==> src/rtl/spi_master_burst_if.sv <==
// spi_master_burst_if: host word-stream bundle for spi_master_burst.
//   i_tx_valid/i_tx_data/i_tx_last : host -> controller tx word and burst marker
//   o_tx_ready                     : controller -> host, word can be accepted
//   o_rx_valid/o_rx_data/o_rx_last : controller -> host, received word pulse
// Signal names carry the controller's point of view (i_ = into the controller).
// The host uses the master modport and the controller uses the slave modport.
interface spi_master_burst_if #(
    parameter int DATA_BW = 8
);
    logic               i_tx_valid;
    logic [DATA_BW-1:0] i_tx_data;
    logic               i_tx_last;
    logic               o_tx_ready;
    logic               o_rx_valid;
    logic [DATA_BW-1:0] o_rx_data;
    logic               o_rx_last;

    modport master (
        output i_tx_valid, i_tx_data, i_tx_last,
        input  o_tx_ready, o_rx_valid, o_rx_data, o_rx_last
    );

    modport slave (
        input  i_tx_valid, i_tx_data, i_tx_last,
        output o_tx_ready, o_rx_valid, o_rx_data, o_rx_last
    );
endinterface

==> src/rtl/spi_master_burst.sv <==
// spi_master_burst: SPI master that moves multi-word bursts under one CS.
//   clk, rstn        : clock, asynchronous active-low reset
//   i_cpol/i_cpha    : SPI mode, latched at burst start
//   i_lsb_first      : bit order, latched at burst start
//   i_clk_half       : clk cycles per SCLK half-period (0 behaves as 1)
//   i_cs_sel         : target slave; values >= NUM_CS select nobody
//   bus (slave)      : tx word stream in, rx word pulses out
//   o_busy           : high from burst accept until CS is released
//   spi_sclk/mosi/cs_n, spi_miso : board pins, outputs all registered
module spi_master_burst #(
    parameter  int DATA_BW  = 8,
    parameter  int NUM_CS   = 4,
    parameter  int DIV_BW   = 8,
    parameter  int CS_LEAD  = 2,
    parameter  int CS_TRAIL = 2,
    localparam int CS_BW    = (NUM_CS > 1) ? $clog2(NUM_CS) : 1
) (
    input  logic              clk,
    input  logic              rstn,
    input  logic              i_cpol,
    input  logic              i_cpha,
    input  logic              i_lsb_first,
    input  logic [DIV_BW-1:0] i_clk_half,
    input  logic [CS_BW-1:0]  i_cs_sel,
    spi_master_burst_if.slave bus,
    output logic              o_busy,
    output logic              spi_sclk,
    output logic              spi_mosi,
    input  logic              spi_miso,
    output logic [NUM_CS-1:0] spi_cs_n
);
    localparam int EDGE_BW = $clog2(2*DATA_BW) + 1;
    localparam int CNT_MAX = (CS_LEAD > CS_TRAIL) ? CS_LEAD : CS_TRAIL;
    localparam int CNT_BW  = $clog2(CNT_MAX) + 1;
    localparam logic [EDGE_BW-1:0] LAST_EDGE = EDGE_BW'(2*DATA_BW - 1);
    localparam logic [CNT_BW-1:0]  LEAD_LD   = CNT_BW'(CS_LEAD - 1);
    localparam logic [CNT_BW-1:0]  TRAIL_LD  = CNT_BW'(CS_TRAIL - 1);

    typedef enum logic [2:0] {S_IDLE, S_LEAD, S_XFER, S_WAIT, S_TRAIL} state_t;

    state_t              r_state;
    logic                r_cpha, r_lsb, r_last;
    logic [DIV_BW-1:0]   r_half, r_div;
    logic [CNT_BW-1:0]   r_cnt;
    logic [EDGE_BW-1:0]  r_edge;
    logic [DATA_BW-1:0]  r_tx_sh, r_rx_sh, r_rx_data;
    logic                r_sclk, r_mosi, r_busy, r_ready, r_rx_valid, r_rx_last;
    logic [NUM_CS-1:0]   r_cs_n;

    logic                w_accept, w_edge, w_sample;
    logic                w_ld_lsb, w_ld_cpha, w_ld_bit, w_tx_bit;
    logic [DIV_BW-1:0]   w_half_m1;
    logic [DATA_BW-1:0]  w_ld_shift, w_tx_shift, w_rx_in, w_rx_word;
    logic [NUM_CS-1:0]   w_cs_dec;

    assign w_accept  = bus.i_tx_valid & r_ready;
    assign w_half_m1 = (r_half == '0) ? '0 : r_half - 1'b1;

    // The first SCLK edge is issued from LEAD itself so that CS-to-first-edge
    // is exactly CS_LEAD cycles; every later edge comes from the divider.
    assign w_edge = ((r_state == S_LEAD) && (r_cnt == '0)) ||
                    ((r_state == S_XFER) && (r_div == w_half_m1));

    // Even edge index = leading edge. CPHA=0 samples on leading, CPHA=1 on
    // trailing; the opposite edge shifts MOSI.
    assign w_sample = r_cpha ^ ~r_edge[0];

    // Mode/order come from the pins on an IDLE accept, from the latched
    // copy on a WAIT accept.
    assign w_ld_lsb   = (r_state == S_IDLE) ? i_lsb_first : r_lsb;
    assign w_ld_cpha  = (r_state == S_IDLE) ? i_cpha      : r_cpha;
    assign w_ld_bit   = w_ld_lsb ? bus.i_tx_data[0] : bus.i_tx_data[DATA_BW-1];
    assign w_ld_shift = w_ld_lsb ? (bus.i_tx_data >> 1) : (bus.i_tx_data << 1);
    assign w_tx_bit   = r_lsb ? r_tx_sh[0] : r_tx_sh[DATA_BW-1];
    assign w_tx_shift = r_lsb ? (r_tx_sh >> 1) : (r_tx_sh << 1);

    // LSB-first fills from the top so the word ends up bit-aligned.
    assign w_rx_in   = r_lsb ? {spi_miso, r_rx_sh[DATA_BW-1:1]}
                             : {r_rx_sh[DATA_BW-2:0], spi_miso};
    assign w_rx_word = w_sample ? w_rx_in : r_rx_sh;

    always_comb begin
        w_cs_dec = '1;
        for (int k = 0; k < NUM_CS; k++)
            if (i_cs_sel == CS_BW'(k)) w_cs_dec[k] = 1'b0;
    end

    always_ff @(posedge clk or negedge rstn) begin
        if (!rstn) begin
            r_state    <= S_IDLE;
            r_cpha     <= 1'b0;
            r_lsb      <= 1'b0;
            r_last     <= 1'b0;
            r_half     <= '0;
            r_div      <= '0;
            r_cnt      <= '0;
            r_edge     <= '0;
            r_tx_sh    <= '0;
            r_rx_sh    <= '0;
            r_rx_data  <= '0;
            r_sclk     <= 1'b0;
            r_mosi     <= 1'b0;
            r_busy     <= 1'b0;
            r_ready    <= 1'b0;
            r_rx_valid <= 1'b0;
            r_rx_last  <= 1'b0;
            r_cs_n     <= '1;
        end else begin
            r_rx_valid <= 1'b0;
            r_rx_last  <= 1'b0;

            case (r_state)
                S_IDLE: begin
                    r_sclk  <= i_cpol;
                    r_ready <= 1'b1;
                    if (w_accept) begin
                        r_cpha  <= i_cpha;
                        r_lsb   <= i_lsb_first;
                        r_half  <= i_clk_half;
                        r_cs_n  <= w_cs_dec;
                        r_busy  <= 1'b1;
                        r_cnt   <= LEAD_LD;
                        r_state <= S_LEAD;
                    end
                end
                S_LEAD: begin
                    if (r_cnt == '0) begin
                        r_state <= S_XFER;
                        r_div   <= '0;
                    end else begin
                        r_cnt <= r_cnt - 1'b1;
                    end
                end
                S_XFER: begin
                    if (r_div == w_half_m1) r_div <= '0;
                    else                    r_div <= r_div + 1'b1;
                end
                S_WAIT: begin
                    if (w_accept) r_state <= S_XFER;
                end
                S_TRAIL: begin
                    if (r_cnt == '0) begin
                        r_cs_n  <= '1;
                        r_busy  <= 1'b0;
                        r_ready <= 1'b1;
                        r_state <= S_IDLE;
                    end else begin
                        r_cnt <= r_cnt - 1'b1;
                    end
                end
                default: r_state <= S_IDLE;
            endcase

            // Per-word load, shared by IDLE and WAIT accepts.
            if (w_accept) begin
                r_last  <= bus.i_tx_last;
                r_edge  <= '0;
                r_div   <= '0;
                r_rx_sh <= '0;
                r_ready <= 1'b0;
                if (!w_ld_cpha) begin
                    r_mosi  <= w_ld_bit;
                    r_tx_sh <= w_ld_shift;
                end else begin
                    r_tx_sh <= bus.i_tx_data;
                end
            end

            if (w_edge) begin
                r_sclk <= ~r_sclk;
                r_edge <= r_edge + 1'b1;
                if (w_sample) begin
                    r_rx_sh <= w_rx_in;
                end else begin
                    r_mosi  <= w_tx_bit;
                    r_tx_sh <= w_tx_shift;
                end
                if (r_edge == LAST_EDGE) begin
                    r_rx_valid <= 1'b1;
                    r_rx_data  <= w_rx_word;
                    r_rx_last  <= r_last;
                    r_cnt      <= TRAIL_LD;
                    r_ready    <= ~r_last;
                    r_state    <= r_last ? S_TRAIL : S_WAIT;
                end
            end
        end
    end

    assign bus.o_tx_ready = r_ready;
    assign bus.o_rx_valid = r_rx_valid;
    assign bus.o_rx_data  = r_rx_data;
    assign bus.o_rx_last  = r_rx_last;
    assign o_busy         = r_busy;
    assign spi_sclk       = r_sclk;
    assign spi_mosi       = r_mosi;
    assign spi_cs_n       = r_cs_n;
endmodule

==> src/flat_wrapper.sv <==
// flat-port wrapper written by rule: the top's interface ports become plain ports
module spi_master_burst_flat 
#(
    parameter  int DATA_BW  = 8,
    parameter  int NUM_CS   = 4,
    parameter  int DIV_BW   = 8,
    parameter  int CS_LEAD  = 2,
    parameter  int CS_TRAIL = 2,
    localparam int CS_BW    = (NUM_CS > 1) ? $clog2(NUM_CS) : 1
)
  (clk, rstn, i_cpol, i_cpha, i_lsb_first, i_clk_half, i_cs_sel, o_busy, spi_sclk, spi_mosi, spi_miso, spi_cs_n, bus_i_tx_valid, bus_i_tx_data, bus_i_tx_last, bus_o_tx_ready, bus_o_rx_valid, bus_o_rx_data, bus_o_rx_last);
  spi_master_burst_if #(.DATA_BW(DATA_BW)) bus_i ();
  input  logic clk;
  input  logic rstn;
  input  logic i_cpol;
  input  logic i_cpha;
  input  logic i_lsb_first;
  input  logic [DIV_BW-1:0] i_clk_half;
  input  logic [CS_BW-1:0] i_cs_sel;
  output logic o_busy;
  output logic spi_sclk;
  output logic spi_mosi;
  input  logic spi_miso;
  output logic [NUM_CS-1:0] spi_cs_n;
  input wire logic [$bits(bus_i.i_tx_valid)-1:0] bus_i_tx_valid;
  input wire logic [$bits(bus_i.i_tx_data)-1:0] bus_i_tx_data;
  input wire logic [$bits(bus_i.i_tx_last)-1:0] bus_i_tx_last;
  output wire logic [$bits(bus_i.o_tx_ready)-1:0] bus_o_tx_ready;
  output wire logic [$bits(bus_i.o_rx_valid)-1:0] bus_o_rx_valid;
  output wire logic [$bits(bus_i.o_rx_data)-1:0] bus_o_rx_data;
  output wire logic [$bits(bus_i.o_rx_last)-1:0] bus_o_rx_last;
  assign bus_i.i_tx_valid = bus_i_tx_valid;
  assign bus_i.i_tx_data = bus_i_tx_data;
  assign bus_i.i_tx_last = bus_i_tx_last;
  assign bus_o_tx_ready = bus_i.o_tx_ready;
  assign bus_o_rx_valid = bus_i.o_rx_valid;
  assign bus_o_rx_data = bus_i.o_rx_data;
  assign bus_o_rx_last = bus_i.o_rx_last;
  spi_master_burst #(.DATA_BW(DATA_BW), .NUM_CS(NUM_CS), .DIV_BW(DIV_BW), .CS_LEAD(CS_LEAD), .CS_TRAIL(CS_TRAIL)) u_core (.clk(clk), .rstn(rstn), .i_cpol(i_cpol), .i_cpha(i_cpha), .i_lsb_first(i_lsb_first), .i_clk_half(i_clk_half), .i_cs_sel(i_cs_sel), .bus(bus_i), .o_busy(o_busy), .spi_sclk(spi_sclk), .spi_mosi(spi_mosi), .spi_miso(spi_miso), .spi_cs_n(spi_cs_n));
endmodule
==> config.mk <==
export PLATFORM = sky130hd
export DESIGN_NAME = spi_master_burst_flat
export DESIGN_NICKNAME = d
export VERILOG_FILES = /design/src/rtl/spi_master_burst_if.sv /design/src/rtl/spi_master_burst.sv /design/src/flat_wrapper.sv
export SDC_FILE = /design/constraint.sdc
export NUM_CORES = 1
export LEC_CHECK = 0
export CORE_UTILIZATION = 50
export CTS_BUF_LIST = sky130_fd_sc_hd__clkbuf_8 sky130_fd_sc_hd__clkbuf_16
export CTS_CLUSTER_DIAMETER = 80
export DETAILED_ROUTE_END_ITERATION = 16
export MAX_ROUTING_LAYER = met4
export PLACE_DENSITY = 0.73
export SETUP_SLACK_MARGIN = 0.4
export SYNTH_ARGS = -nofsm -noshare
export SYNTH_HDL_FRONTEND = slang
export SYNTH_SLANG_ARGS = --single-unit
==> constraint.sdc <==
create_clock -name clk -period 3.2 [get_ports clk]
set_input_delay 0.32 -clock clk [delete_from_list [all_inputs] [get_ports clk]]
set_output_delay 0.32 -clock clk [all_outputs]
set_load 0.1 [all_outputs]
==> results of run 1 <==
## placed cells by master, fill, tap and decap left out, types with 8 or more instances in the layout
cell type / Yosys / layout
nand2b_1: 9 / 9
inv_1: 10 / 13
o21ai_0: 27 / 25
clkbuf_8: 0 / 9
o21ai_1: 8 / 8
clkdlybuf4s50_1: 0 / 42
dfrtp_1: 59 / 59
nand3_1: 10 / 9
buf_4: 2 / 15
a21oi_1: 24 / 24
nand2_1: 39 / 39
mux2_2: 13 / 13
xor2_1: 8 / 8
mux2i_1: 36 / 36
nor2_1: 41 / 41
## registers in the layout, summed over array words and instances (netlist names), 2 cells and up
signal                count
u_core.r_cnt              2
u_core.r_half             8
u_core.spi_cs_n           4
u_core.r_rx_sh            8
u_core.bus.o_rx_data      8
u_core.r_edge             5
u_core.r_div              8
u_core.r_tx_sh            8
u_core.r_state            3
## worst paths after layout
check / from / end / slack (ns) / cells after the start
max: u_core.r_half[1] / u_core.r_tx_sh[1] / 0.43 / 12
min: rstn / u_core.r_cnt[0] / 0.14 / 2
max reg2reg: u_core.r_half[1] / u_core.r_tx_sh[1] / 0.43 / 12
min reg2reg: u_core.spi_cs_n[0] / u_core.spi_cs_n[0] / 0.49 / 2
max in group asynchronous: rstn / u_core.spi_mosi / 2.51 / 2
min in group clk: u_core.spi_cs_n[0] / u_core.spi_cs_n[0] / 0.49 / 2
## cells by family after synthesis
logic type	after synthesis	synth area share
muxes	49	0.128
xor gates and xnor gates	11	0.0279
AOI/OAI and AO/OA	122	0.222
adders and majority gates	4	0.0127
DFF	63	0.400
buffers and inverters	37	0.0402
and+or+nand+nor	135	0.169
## report_power, final
group,total [W],leakage (nW),switching (W),internal (W)
Sequential,0.00122,0.813,0.000207,0.00101
Clock,0.000579,0.0926,0.000311,0.000268
Combinational,0.00242,1.20,0.00152,0.000908
## synth_stat cells, drive strengths merged, types with 10 or more instances
cell     n  share of area
a211oi  10          0.020
a21oi   27          0.039
clkbuf  18          0.017
dfrtp   59           0.37
inv     10         0.0095
mux2    13          0.037
mux2i   36          0.091
nand2   39          0.037
nand3   10          0.013
nor2    41          0.039
o21ai   35          0.044
## final cells by class
type | instances | share of cell area
well taps | 102 | 0.0263
repair buffers | 62 | 0.122
clock inverters | 7 | 0.00697
flip-flops and latches | 63 | 0.327
inverters | 10 | 0.00775
multi-input cells | 321 | 0.485
clock buffers | 9 | 0.0256
## routing by layer
layer | vias to the layer above | share of wire | track usage
met5 | - | 0 | -
li1 | 1641 | - | -
met1 | 1619 | 0.47 | 0.309
met2 | 53 | 0.49 | 0.379
met3 | 11 | 0.028 | 0.0370
met4 | 0 | 0.013 | 0.0952
## worst max-delay path, stage by stage (launching register included)
cell       delay [ns]
dfrtp_1          0.42
inv_1            0.08
ha_2             0.19
or4b_4           0.48
buf_6            0.14
o21ai_2          0.12
o311a_1          0.21
o22ai_2          0.10
a2111oi_4        0.37
buf_4            0.19
o21ai_4          0.06
buf_12           0.15
mux2i_1          0.11
## repair_timing
action | 4_1_cts | 5_1_grt
resized for setup | 8 | 21
setup endpoints to repair | 32 | 39
pin swaps | 2 | 13
buffers inserted | 1 | 5
## metrics by stage
stage,instance area [um^2],hold slack [ns],cells
2_1_floorplan,3950,0.0244,421
4_1_cts,4690,0.180,569
5_1_grt,4840,0.226,574
6_report,4840,0.137,574
3_3_place_gp,4480,0.467,552
3_5_place_dp,4480,0.481,552
==> flow_metrics.env, run 1 <==
export IMPL_postRouteAntennaNets=0
export IMPL_nNetsFinal=497
export IMPL_final_util=0.630
export IMPL_vdd_ir_drop_max_v=0.000770
export IMPL_htree_num_levels=3
export IMPL_grt_pass1_vias=3253
export IMPL_holdCritPathClass="in2async"
export IMPL_wire_per_inst_um=15.9
export IMPL_multi_input_area_um2=2350
export IMPL_synth_warning_count=0
export IMPL_numClockSinks=63
export IMPL_fin_worst_skew_ns=0.0134
export IMPL_drc=0
export IMPL_period_minus_slack_ns=2.77
export IMPL_dpl_worst_slack_ns=0.153
export IMPL_core_um2=7690
export IMPL_clk_latency_ns=0.34
export IMPL_p_leak_nw=2.11
export IMPL_antenna_cells=0
export IMPL_rsz0062_at_grt="yes"
export IMPL_critical_path_required_ns=3.41
export IMPL_regArea_um2=1580
export IMPL_gp_congestion=0.888
export IMPL_worstMarginPinSlew_ns=0.977
export IMPL_synth_flop_cell="dfrtp_1"
export IMPL_die_area_um2=8260
export IMPL_maxSlewHeadroom=0.347
export IMPL_fp_dieH_um=90.9
export IMPL_synth_edff_count=0
export IMPL_antenna_found_initial=0
export IMPL_synth_area_um2=3950
export IMPL_end_kind="register"
export IMPL_async_reset_ff_frac=1.00
export IMPL_netlist_instances=421
export IMPL_cts_buffer_depth=2
export IMPL_nFillCells=652
export IMPL_yosys_register_bits=63
export IMPL_hpwl_um=6210
export IMPL_drive_gt1_frac=0.176
export IMPL_drv_slew=0
export IMPL_fmax_mhz=361
export IMPL_clkTransAtPathRegs_ns=0.08
export IMPL_dieWidth_um=90.9
export IMPL_crit_fanout=9
export IMPL_fp_row_count=32
export IMPL_synth_yosys_seq_area_share=0.400
export IMPL_synth_cell_types=69
export IMPL_area_growth_pct=22.6
export IMPL_finalSetupTns_ns=0
export IMPL_critical_path_class="reg2reg"
export IMPL_postLayoutSetupSlackWorst_ns=0.431
export IMPL_cts_root_buf="clkbuf_8"
export IMPL_grt_pass1_wl_um=15400
export IMPL_power_density_nw_per_um2=871
export IMPL_fin_crit_sh=0.865
export IMPL_wl_um=9120
export IMPL_startpoint_type="register"
export IMPL_status="finished clean"
export IMPL_dr_pass1_iters=6
export IMPL_crit_arrival_ns=2.98
export IMPL_initialDrtViolationCount=304
export IMPL_initial_utilization=0.514
export IMPL_cap_violations=0
export IMPL_grtUsageTotal=0.240
export IMPL_dr_total_vias=3324
export IMPL_setup_viol=0
export IMPL_vias_per_cell=5.79
export IMPL_overflow=0
export IMPL_pin_count=44
export IMPL_io_buffers=43
export IMPL_cts_buffers=9
export IMPL_synth_area_per_cell_um2=9.38
export IMPL_ctsHoldBuffers=0
export IMPL_cts_tree="yes"
export IMPL_synth_nets=451
export IMPL_grt_start_max_net_pins=64
export IMPL_power_w=0.00422
export IMPL_hold_viol=0
(Power assumes the default switching activity.)
==> run 2, diff against run 1 <==
- CELL_PAD_IN_SITES_DETAIL_PLACEMENT: unset -> 1
- CELL_PAD_IN_SITES_GLOBAL_PLACEMENT: unset -> 2
- CORE_UTILIZATION: 50 -> 36
- PLACE_DENSITY: 0.73 -> 0.82
==> run 2 against run 1 <==
Compared with the run above:
- sequential share of layout area up 0.38 points
- critical endpoint is now u_core.r_edge[2]
- global-route usage decreased by 4.2 points
- highest routed layer unchanged
- power decreased by 1.5%
- critical path depth fell by 4
- cell area decreased by 1.1%
==> flow_metrics.env, run 2 (synthesis results as in run 1) <==
export IMPL_endpoint="u_core.r_edge[2]"
export IMPL_reg2reg_slack_ns=0.49
export IMPL_htree_num_levels=3
export IMPL_vdd_ir_drop_max_v=0.000621
export IMPL_crit_fanout=5
export IMPL_rsz0062_at_grt="yes"
export IMPL_grt_start_max_net_pins=47
export IMPL_layout_commonest_cell="dfrtp_1"
export IMPL_startpoint_type="register"
export IMPL_io_buffers=43
export IMPL_holdCritPathClass="in2async"
export IMPL_end_kind="register"
export IMPL_critical_path_class="reg2reg"
export IMPL_drc=0
export IMPL_gp_congestion=0.780
export IMPL_postLayoutSetupSlackWorst_ns=0.491
export IMPL_initialDrtViolationCount=104
export IMPL_overflow=0
export IMPL_pin_count=44
export IMPL_timing_rr_start="u_core.r_half[1]"
export IMPL_p_leak_nw=2.06
export IMPL_power_w=0.00416
export IMPL_numClockSinks=63
export IMPL_maxSlewHeadroom=0.252
export IMPL_cpMaxStageDelayCell="or4_4"
export IMPL_initial_utilization=0.378
export IMPL_dr_pass1_iters=4
export IMPL_status="finished clean"
export IMPL_critical_path_required_ns=3.44
export IMPL_fp_dieH_um=107
export IMPL_antenna_cells=0
export IMPL_fin_crit_sh=0.847
export IMPL_dr_total_vias=3343
export IMPL_cpPeakStageDelay_ns=0.55
export IMPL_cts_buffers=9
export IMPL_crit_arrival_ns=2.95
export IMPL_wire_per_inst_um=17.4
export IMPL_dr_wl_met3_um=289
export IMPL_period_minus_slack_ns=2.71
export IMPL_dp_cells=584
export IMPL_ctsHoldBuffers=0
export IMPL_crit_start="u_core.r_half[1]"
export IMPL_grt_pass1_wl_um=17000
export IMPL_antenna_found_initial=0
export IMPL_hold_viol=0
export IMPL_hpwl_um=7500
export IMPL_drv_slew=0
export IMPL_mostFrequentLayoutCells="58 x dfrtp_1, 41 x nor2_1, 39 x nand2_1, 39 x clkdlybuf4s50_1, 36 x mux2i_1"
export IMPL_grtUsageTotal=0.197
export IMPL_crit_path_cell_trace="buf_4 -> or4_4 -> o21a_1 -> nor3_1 -> o22ai_2 -> a2111oi_4 -> nor2_1 -> a31o_1"
export IMPL_power_density_nw_per_um2=868
export IMPL_cap_violations=0
export IMPL_worstMarginPinSlew_ns=1.12
export IMPL_fmax_mhz=369
export IMPL_r2r_cells=8
export IMPL_finalSetupTns_ns=0
export IMPL_fin_worst_skew_ns=0.0107
export IMPL_wl_met2_um=4960
export IMPL_vias_per_cell=5.55
export IMPL_dieWidth_um=107
export IMPL_wl_um=10500
export IMPL_highest_layer="met4"
export IMPL_setup_viol=0
export IMPL_drive_gt1_frac=0.167
export IMPL_clk_latency_ns=0.35
export IMPL_cts_buffer_depth=2
export IMPL_cts_root_buf="clkbuf_8"
export IMPL_instances_no_fill=602
export IMPL_fp_row_count=37
export IMPL_die_area_um2=11400
export IMPL_r2r_end="u_core.r_edge[2]"
export IMPL_core_um2=10500
export IMPL_met1_length_um=5070
export IMPL_clkTransAtPathRegs_ns=0.07
export IMPL_nNetsFinal=492
export IMPL_cts_tree="yes"
export IMPL_grt_pass1_vias=3329
export IMPL_postRouteAntennaNets=0
export IMPL_dpl_worst_slack_ns=0.218
export IMPL_area_growth_pct=21.3
-- run 2: cell count changes in the layout (fill, tap and decap cells not counted), moves of 2 or more --
| cell | change |
|---|---|
| a2111oi_0 | -2 |
| a2111oi_1 | +2 |
| a211oi_1 | +2 |
| buf_6 | -2 |
| clkdlybuf4s50_1 | -3 |
| inv_1 | -3 |
-- run 2: how the worst min path moves through the flow --
stage,start,cells past startpoint,endpoint,slack [ns]
5_1_grt,rstn,1,u_core.r_tx_sh[5],0.27
6_report,rstn,1,u_core.r_tx_sh[6],0.18
4_1_cts,rstn,1,u_core.r_tx_sh[5],0.21
3_5_place_dp,u_core.spi_cs_n[1],2,u_core.spi_cs_n[1],0.48
2_1_floorplan,rstn,0,u_core.bus.o_rx_data[0],0.02
3_3_place_gp,u_core.spi_cs_n[1],2,u_core.spi_cs_n[1],0.47
-- run 2: layer usage --
metal  up-vias  global-route usage
met5         -                   -
met1      1657               0.257
li1       1629                   -
met3        13              0.0395
met2        44               0.311
met4         0              0.0607
-- run 2: through the flow --
stage / util / cell area (um^2) / hold slack (ns)
floorplan: - / 3950 / 0.0244
global placement: 0.430 / 4500 / 0.467
detailed placement: 0.430 / 4500 / 0.479
CTS: 0.450 / 4700 / 0.213
global route: 0.458 / 4790 / 0.267
finish: 0.458 / 4790 / 0.183
-- run 2: final cells by class --
cell class              instances  area [um^2]
inverters                      10         37.5
flip-flops and latches         63         1580
multi-input cells             321         2300
well taps                     136          170
repair buffers                 57          539
fillers                      1215         5670
clock inverters                 5         26.3
clock buffers                  10          138
-- run 2: worst max-delay path: cells and delay by family, from the launching register on --
family	cells	cell delay, ns
buffers and inverters	1	0.16
AO/OA/AOI/OAI	4	1.07
AND/OR/NAND/NOR	3	0.92
flip-flops	1	0.44
-- run 2: repair_timing --
action / in CTS / in global routing
pin swaps: 1 / 4
resized for setup: 6 / 16
setup buffers: 1 / 2
endpoints found under the setup margin: 36 / 44
-- run 2: report_power, final --
group / internal (W) / switching, W
logic: 0.000811 / 0.00151
registers: 0.00101 / 0.000215
clock network: 0.000291 / 0.000315
